[src/rtl/regfile_pkg.sv]
// Shared constants for the register-file writeback controller.
package regfile_pkg;
  localparam int unsigned BITS_DATA = 32;
  localparam int unsigned BITS_ADDR = 3;
  localparam int unsigned NUM_REGS  = 8;
  localparam int unsigned REQ_ALU   = 0;
  localparam int unsigned REQ_MEM   = 1;
endpackage

[src/rtl/regfile_wb_arbiter_rr_arbiter.sv]
// Combinational round-robin arbiter: search begins just after the last winner.
module rr_arbiter import regfile_pkg::*; #(
  parameter  int unsigned N  = 2,
  localparam int unsigned IW = (N > 1) ? $clog2(N) : 1
) (
  input  logic [N-1:0]  req,
  input  logic [IW-1:0] last,
  output logic [N-1:0]  gnt,
  output logic [IW-1:0] gnt_idx,
  output logic          gnt_valid
);

  int unsigned idx;

  always_comb begin
    gnt       = '0;
    gnt_idx   = '0;
    gnt_valid = 1'b0;
    idx       = 0;
    for (int unsigned k = 1; k <= N; k++) begin
      idx = (32'(last) + k) % N;
      if (!gnt_valid && req[IW'(idx)]) begin
        gnt_valid        = 1'b1;
        gnt[IW'(idx)]    = 1'b1;
        gnt_idx          = IW'(idx);
      end
    end
  end

endmodule

[src/rtl/regfile_wb_arbiter.sv]
// Register-file write-port controller: round-robin writeback arbitration
// plus a busy scoreboard for pending destination registers.
module regfile_wb_arbiter import regfile_pkg::*; #(
  parameter  int unsigned BITS_DATA = regfile_pkg::BITS_DATA,
  parameter  int unsigned BITS_ADDR = regfile_pkg::BITS_ADDR,
  parameter  int unsigned N_REQ     = 2,
  localparam int unsigned NUM_REGS  = 2 ** BITS_ADDR,
  localparam int unsigned IW        = (N_REQ > 1) ? $clog2(N_REQ) : 1
) (
  input  logic                       clk,
  input  logic                       rst_n,
  input  logic                       reserveValid,
  input  logic [BITS_ADDR-1:0]       reserveAddr,
  output logic                       reserveReady,
  input  logic [N_REQ-1:0]           reqValid,
  input  logic [N_REQ*BITS_ADDR-1:0] reqAddr,
  input  logic [N_REQ*BITS_DATA-1:0] reqData,
  output logic [N_REQ-1:0]           reqReady,
  output logic                       wrEnable,
  output logic [BITS_ADDR-1:0]       dirrInput,
  output logic [BITS_DATA-1:0]       inputData,
  input  logic [BITS_ADDR-1:0]       readAddr1,
  input  logic [BITS_ADDR-1:0]       readAddr2,
  output logic                       readBusy1,
  output logic                       readBusy2,
  output logic [NUM_REGS-1:0]        busyVector,
  output logic                       errUnreserved
);

  logic [NUM_REGS-1:0]  busy_q, busy_d;
  logic [IW-1:0]        last_q, last_d;
  logic                 wr_en_q, wr_en_d;
  logic [BITS_ADDR-1:0] wr_addr_q, wr_addr_d;
  logic [BITS_DATA-1:0] wr_data_q, wr_data_d;
  logic                 err_q, err_d;

  logic [N_REQ-1:0]     gnt;
  logic [IW-1:0]        gnt_idx;
  logic                 gnt_valid;
  logic [BITS_ADDR-1:0] gnt_addr;
  logic [BITS_DATA-1:0] gnt_data;

  rr_arbiter #(.N(N_REQ)) u_arb (
    .req       (reqValid),
    .last      (last_q),
    .gnt       (gnt),
    .gnt_idx   (gnt_idx),
    .gnt_valid (gnt_valid)
  );

  always_comb begin
    gnt_addr = '0;
    gnt_data = '0;
    for (int unsigned i = 0; i < N_REQ; i++) begin
      if (gnt[i]) begin
        gnt_addr = reqAddr[i*BITS_ADDR +: BITS_ADDR];
        gnt_data = reqData[i*BITS_DATA +: BITS_DATA];
      end
    end
  end

  always_comb begin
    reserveReady = reserveValid && !busy_q[reserveAddr];
    busy_d       = busy_q;
    last_d       = last_q;
    err_d        = err_q;
    wr_en_d      = gnt_valid;
    wr_addr_d    = wr_addr_q;
    wr_data_d    = wr_data_q;
    if (gnt_valid) begin
      last_d           = gnt_idx;
      wr_addr_d        = gnt_addr;
      wr_data_d        = gnt_data;
      busy_d[gnt_addr] = 1'b0;
      if (!busy_q[gnt_addr]) err_d = 1'b1;
    end
    // Set is applied after clear so a same-address reservation wins.
    if (reserveReady) busy_d[reserveAddr] = 1'b1;
  end

  always_ff @(posedge clk or negedge rst_n) begin
    if (!rst_n) begin
      busy_q    <= '0;
      last_q    <= IW'(N_REQ - 1);
      err_q     <= 1'b0;
      wr_en_q   <= 1'b0;
      wr_addr_q <= '0;
      wr_data_q <= '0;
    end else begin
      busy_q    <= busy_d;
      last_q    <= last_d;
      err_q     <= err_d;
      wr_en_q   <= wr_en_d;
      wr_addr_q <= wr_addr_d;
      wr_data_q <= wr_data_d;
    end
  end

  assign reqReady      = gnt;
  assign wrEnable      = wr_en_q;
  assign dirrInput     = wr_addr_q;
  assign inputData     = wr_data_q;
  assign busyVector    = busy_q;
  assign errUnreserved = err_q;
  assign readBusy1     = busy_q[readAddr1];
  assign readBusy2     = busy_q[readAddr2];

endmodule
[config.mk]
export PLATFORM = sky130hd
export DESIGN_NAME = regfile_wb_arbiter
export DESIGN_NICKNAME = d
export VERILOG_FILES = /design/src/rtl/regfile_pkg.sv /design/src/rtl/regfile_wb_arbiter_rr_arbiter.sv /design/src/rtl/regfile_wb_arbiter.sv
export SDC_FILE = /design/constraint.sdc
export NUM_CORES = 1
export LEC_CHECK = 0
export ABC_AREA = 1
export BUFFER_PORTS_ARGS = -buffer_cell sky130_fd_sc_hd__clkbuf_2
export CAP_MARGIN = 20
export CORE_UTILIZATION = 49
export DETAILED_ROUTE_END_ITERATION = 8
export GPL_TIMING_DRIVEN = 1
export PLACE_DENSITY = 0.85
export RECOVER_POWER = 100
export SYNTH_ARGS = -nofsm -noshare
export SYNTH_HDL_FRONTEND = slang
export SYNTH_HIERARCHICAL = 1
export SYNTH_SLANG_ARGS = --single-unit
[constraint.sdc]
create_clock -name clk -period 3 [get_ports clk]
set_clock_uncertainty 0.2 [all_clocks]
set_input_delay 0.15 -clock clk [delete_from_list [all_inputs] [get_ports clk]]
set_output_delay 0.15 -clock clk [all_outputs]
set_load 0.005 [all_outputs]
# Yosys cells after proc, flatten, opt, wreduce, memory -nomap -nowiden
# Cells that the tools add are included.
[totals]
input_bits = 84
register_bits = 46
[classes]
n_lt_le_gt_ge = 10
muxes = 32
addsub = 2
reduce_logical = 9
n_bitwise = 5
[ops]
columns = ["operator", "count"]
rows = [
  ["$mux 32", 2],
  ["$lt 3x4->1 const B", 4],
  ["$mux 1", 16],
  ["$mux 8", 2],
  ["$bmux 1 s3", 4],
  ["$and 8x8->8", 1],
  ["$not 8->8", 1],
  ["$or 8x8->8", 1],
  ["$demux 1 s3", 2],
  ["$ge 3x1->1 const B", 2],
  ["$logic_and 1x1->1", 6],
  ["$mux 3", 2],
  ["$lt 1x2->1 const B", 2],
  ["$mux 2", 2],
  ["$add 1x1->1 const B", 2],
  ["$demux 1 s1", 2],
  ["$ge 1x1->1 const B", 2],
  ["$logic_not 1->1", 2],
  ["$or 2x2->2", 1],
  ["$reduce_and 2->1", 1],
  ["$not 1->1", 1],
]

# Depth between registers and ports, before layout
[depth]
depth_word = 19
depth_mapped = 11
ltp_nobuf = 11

# Cells and area by module
# Netlist, hierarchy kept.
[modules_own_cells]
columns = ["mod", "area_per_inst_um2", "n_inst", "seq_area_each_um2", "cells_each"]
rows = [
  ["regfile_wb_arbiter", 2615.0, 1, 1152.4, 295],
  ["rr_arbiter", 31.3, 1, 0.0, 7],
]

# Worst setup path after synthesis
# OpenSTA, ideal clock, no wires.
[synth_path]
path_kind = "register -> register"
start = "register last_q"
end = "register err_q (netlist: errUnreserved)"
required_time_ns = 2.676
setup_slack_ns = 1.343
setup_ns = 0.124
stages_incl_launch_ff = 10
t_arrival_ns = 1.333
path_cell_list = "dfstp_2 > a21oi_1 > buf_6 > nand2_1 > nand2_1 > nand2_1 > nor2_1 > nand2_1 > nand2_1 > o21bai_2"
[synth_between]
word_cells_on_any_way = 29
[synth_rtl]
columns = ["item", "line_no", "rtl"]
rows = [
  ["start, declared", "regfile_wb_arbiter.sv:31", "logic [IW-1:0] last_q, last_d;"],
  ["start signal, assigned", "regfile_wb_arbiter.sv:84", "last_q <= IW'(N_REQ - 1);"],
  ["start signal, assigned", "regfile_wb_arbiter.sv:91", "last_q <= last_d;"],
  ["$add 1x1->1", "regfile_wb_arbiter_rr_arbiter.sv:21", "idx = (32'(last) + k) % N;"],
  ["$lt 1x2->1 (not written as such) or $ge 1x1->1 (tied branches)", "regfile_wb_arbiter_rr_arbiter.sv:24", "gnt[IW'(idx)] = 1'b1;"],
  ["$logic_and 1x1->1 (not written as such)", "regfile_wb_arbiter_rr_arbiter.sv:24", ""],
  ["$mux 1 (not written as such)", "regfile_wb_arbiter_rr_arbiter.sv:24", ""],
  ["$demux 1 s1", "--", ""],
  ["$mux 2", "regfile_wb_arbiter_rr_arbiter.sv:22", "if (!gnt_valid && req[IW'(idx)]) begin"],
  ["$or 2x2->2 (no line)", "--", ""],
  ["$mux 2 *", "regfile_wb_arbiter_rr_arbiter.sv:22", ""],
  ["via reqReady[1]", "regfile_wb_arbiter.sv:18", "output logic [N_REQ-1:0] reqReady,"],
  ["$mux 3 *", "regfile_wb_arbiter.sv:55", "if (gnt[i]) begin"],
  ["$bmux 1 s3 *", "regfile_wb_arbiter.sv:75", "if (!busy_q[gnt_addr]) err_d = 1'b1;"],
  ["$mux 1 (not written as such) *", "regfile_wb_arbiter.sv:75", ""],
  ["$not 1->1 (no line) *", "--", ""],
  ["$reduce_and 2->1 (no line) *", "--", ""],
  ["end signal, assigned", "regfile_wb_arbiter.sv:92", "err_q <= err_d;"],
  ["end, declared", "regfile_wb_arbiter.sv:35", "logic err_q, err_d;"],
]
# Mark *: on every way through the listed nets, which the timed path passes. The rest lies on a longest branch. The select of a mux whose other input is x is not followed.
# A chain may end at the register's enable or synchronous reset.

# Final worst setup path
[layout_path]
start = "input reqValid[0]"
end = "register wr_data_q[3] (netlist: inputData[3])"
[layout_between]
elab_chain_cells = 8
word_cells_on_any_way = 13
[layout_rtl]
columns = ["item", "line_no", "rtl"]
rows = [
  ["start, declared", "regfile_wb_arbiter.sv:15", "input logic [N_REQ-1:0] reqValid,"],
  ["$mux 1 (not written as such) (2 in a row)", "regfile_wb_arbiter_rr_arbiter.sv:22", ""],
  ["$mux 1", "regfile_wb_arbiter_rr_arbiter.sv:22", ""],
  ["$logic_not 1->1", "regfile_wb_arbiter_rr_arbiter.sv:22", ""],
  ["$logic_and 1x1->1", "regfile_wb_arbiter_rr_arbiter.sv:22", ""],
  ["$mux 2", "regfile_wb_arbiter_rr_arbiter.sv:22", ""],
  ["$mux 32 (2 in a row)", "regfile_wb_arbiter.sv:55", ""],
  ["end signal, assigned", "regfile_wb_arbiter.sv:95", "wr_data_q <= wr_data_d;"],
  ["end, declared", "regfile_wb_arbiter.sv:34", "logic [BITS_DATA-1:0] wr_data_q, wr_data_d;"],
]
# Parallel ways exist; a longest one is shown, timed or not. The select of a mux whose other input is x is not followed.

==> impl_metrics.py <==
metrics = {
    "logic_synthesis": {
        "synth_common_cells": "78 x nand2_1, 45 x dfrtp_1, 34 x o21ai_1",
        "synth-seq-cells": 46,
        "seq_area_frac_synth_pct": 43.55,
        "yosys.area.top_type_share_pct": 42.55,
        "netlist_area_um2": 2646,
        "synth_ff_type": "dfrtp_1",
        "ys_warn_count": 6,
        "syn_nets": 386,
        "synth-edff-count": 0,
        "synth_area_per_cell_um2": 8.763,
        "yosysTopAreaCell": "dfrtp_1",
        "async_reset_ff_share_pct": 100.0,
        "yosysMostFrequentCell": "nand2_1",
        "synthCells": 302,
        "ys_types": 31,
        "synth.area.top_cells": "dfrtp_1 43%, a22oi_2 14%, nand2_1 11%",
    },
    "pwr": {
        "power_density_nw_per_um2": 438.2,
        "power_frac_seq_pct": 44.8,
        "clkPwrFrac_pct": 21.8,
        "swShare_pct": 33.89,
        "p_comb_share_pct": 33.4,
        "power_leakage_uw": 0.001857,
        "switchingPower_uw": 598.1,
        "power.internal_uw": 1167,
        "ir_drop_mv": 0.2988,
    },
    "route": {
        "wl_per_cell_um": 16.11,
        "vias": 3080,
        "routed_via_density": 5.413,
        "drtIter0Drc": 263,
        "firstDrtPassIters": 7,
        "wl_um": 9167,
        "drc_errors": 1,
        "drtAntennaViolNets": 0,
    },
    "floorplanning": {
        "initial_core_util_pct": 51.48,
        "dieArea_um2": 5699,
        "io_pins": 134,
        "die_w_um": 75.49,
        "num_rows": 26,
        "fp.coreArea_um2": 5140,
        "die_h_um": 75.49,
    },
    "worst_setup_path": {
        "critPathKind": "input port to register",
        "path_max_fanout": 25,
        "endpoint_kind": "register",
        "r2r_cells": 8,
        "crit_required_ns": 2.99,
        "cp.arrival_ns": 2.75,
        "start_kind": "input port",
    },
    "place": {
        "placed_area_um2": 3364,
        "place_congestion": 0.8803,
        "portBuffers": 133,
        "dpl.hpwl_um": 5331,
    },
    "timing": {
        "drv_slew": 0,
        "finalSetupTns_ns": 0,
        "setup_viol": 0,
        "worst_pin_slew_ns": 1.100,
        "rsz0062_at_grt": "no",
        "hold_viol": 0,
        "max-slew-margin-rel_pct": 26.58,
        "fmax_ghz": 0.3613,
        "timing.final.crit_share_pct": 92.25,
        "fin_crit_ns": 2.767,
    },
    "cts": {
        "h-tree-depth": 2,
        "clk_pin_slew_ns": 0.09,
        "numCtsBuffers": 5,
        "clockBufferDepth": 2,
        "cts_sinks": 46,
        "clk_latency_ns": 0.29,
        "cts_tree": "built",
        "clockRootBuffer": "clkbuf_8",
    },
    "finish": {
        "finalInstanceArea_um2": 4028,
        "nFillCells": 348,
        "drive_above_1_share_pct": 29.66,
        "multi_input_comb_area_um2": 1286,
        "syn2layout_area_growth_pct": 52.20,
        "antenna_cells": 0,
        "final_nets": 582,
        "seq_area_um2": 1152,
    },
    "global_routing": {
        "grtUsageTotal_pct": 32.89,
        "grt_pass1_wl_um": 13780,
        "grt_max_degree": 41,
        "overflow": 0,
        "grt_pass1_vias": 2967,
        "antenna_found_initial": 0,
    },
    "status": {
        "violations": "DRC",
        "outcome": "finished with violations",
    },
    "min_path": {
        "hp-class": "input port to register",
        "hold-path-cell-count": 5,
    },
    "run": {
        "drv_cap": 0,
    },
}
-- path summary, 6_finish.rpt --
kind / from / slack [ns] / end
min: reqAddr[4] / 0.03 / dirrInput[1]$_DFFE_PN0P_
min in group asynchronous: rst_n / 0.36 / inputData[31]$_DFFE_PN0P_
max in group asynchronous: rst_n / 1.48 / last_q$_DFFE_PN1P_
max reg2reg: last_q$_DFFE_PN1P_ / 0.25 / inputData[14]$_DFFE_PN0P_
max: reqValid[0] / 0.23 / inputData[3]$_DFFE_PN0P_
min reg2reg: errUnreserved$_DFFE_PN0P_ / 0.28 / errUnreserved$_DFFE_PN0P_
-- state kept, by name (all words and copies together) (netlist names) --
name           count
last_q             1
busyVector         8
inputData         32
errUnreserved      1
wrEnable           1
dirrInput          3
-- area by class of cell --
class / instances / area share (%)
multi-input cells: 219 / 31.94
clock inverters: 1 / 0.1243
flip-flops and latches: 46 / 28.61
inverters: 22 / 2.050
well taps: 70 / 2.175
repair buffers: 204 / 32.96
clock buffers: 7 / 2.144
-- power groups by stage --
| stage | Combinational (µW) | Sequential, µW | Clock [µW] |
|---|---|---|---|
| finish | 589 | 791 | 385 |
| global route | 648 | 800 | 422 |
| CTS | 601 | 784 | 388 |
| detailed placement | 508 | 796 | 0 |
| global placement | 486 | 792 | 0 |
| floorplan | 273 | 785 | 0 |
-- per-stage QoR --
stage                     total power [µW]  std cells  utilization [%]  setup WS [ns]  hold WS (ns)
after detailed placement              1304        495            65.46         0.9032      -0.07855
final                                 1765        569            78.36         0.2326       0.02604
after floorplan                       1058        302                -          1.343       -0.3456
after CTS                             1773        569            80.09         0.3535      0.003580
after global placement                1279        494            65.07          1.008        0.2127
after global routing                  1869        569            78.36        0.09372       0.03929
-- repair_timing --
item / CTS / global route
hold endpoints to repair: 78 / 0
hold buffers: 66 / 0
resized for setup: 0 / 0
setup buffers: 0 / 0
-- cells in the final DEF, fill, tap and decap left out --
cell type | synthesis | final
nor2_4 | 4 | 3
inv_2 | 5 | 3
dlygate4sd3_1 | 0 | 66
clkbuf_8 | 0 | 6
a31oi_1 | 2 | 2
nand2_2 | 1 | 1
clkbuf_1 | 6 | 38
nor2_2 | 1 | 1
dfrtp_1 | 45 | 45
nand3b_1 | 4 | 4
a22oi_1 | 2 | 7
nand3_1 | 17 | 17
nand3_2 | 2 | 2
nand2_1 | 78 | 79
o22ai_2 | 1 | 1
nand2_4 | 2 | 1
dfstp_1 | 0 | 1
and2_1 | 1 | 1
nand4_1 | 1 | 1
a21oi_1 | 10 | 9
buf_4 | 2 | 4
a21oi_4 | 0 | 1
or2_0 | 0 | 1
o21bai_2 | 1 | 1
buf_1 | 1 | 2
clkbuf_2 | 0 | 94
buf_12 | 0 | 1
o21ai_1 | 34 | 10
clkinv_2 | 0 | 1
o21ai_0 | 16 | 40
inv_1 | 17 | 19
a22oi_2 | 30 | 25
nor2_1 | 7 | 8
nor3_1 | 1 | 1
nor3_2 | 3 | 3
-- per-layer routing --
metal	wire length (µm)	up-vias	GRT usage, %
li1	-	1430	-
met1	3352	1460	34.64
met2	4966	159	64.09
met3	536	31	5.556
met4	312	0	13.79
met5	0	-	0
-- worst max-delay path: stages --
cell and delay, ns:
dlygate4sd3_1 0.54, clkbuf_1 0.17, a21oi_4 0.51, buf_4 0.46, a22oi_2 0.13, dlygate4sd3_1 0.58, o21ai_0 0.21
-- cell families (layout without fill, tap and decap cells) --
family / after synthesis / in the layout / share of synthesized area, %
AO/OA/AOI/OAI: 96 / 96 / 27.47
buffers and inverters: 37 / 234 / 6.761
flip-flops: 46 / 46 / 43.55
AND/OR/NAND/NOR: 123 / 123 / 22.22
Note: power is estimated with default switching activity, not from simulation.
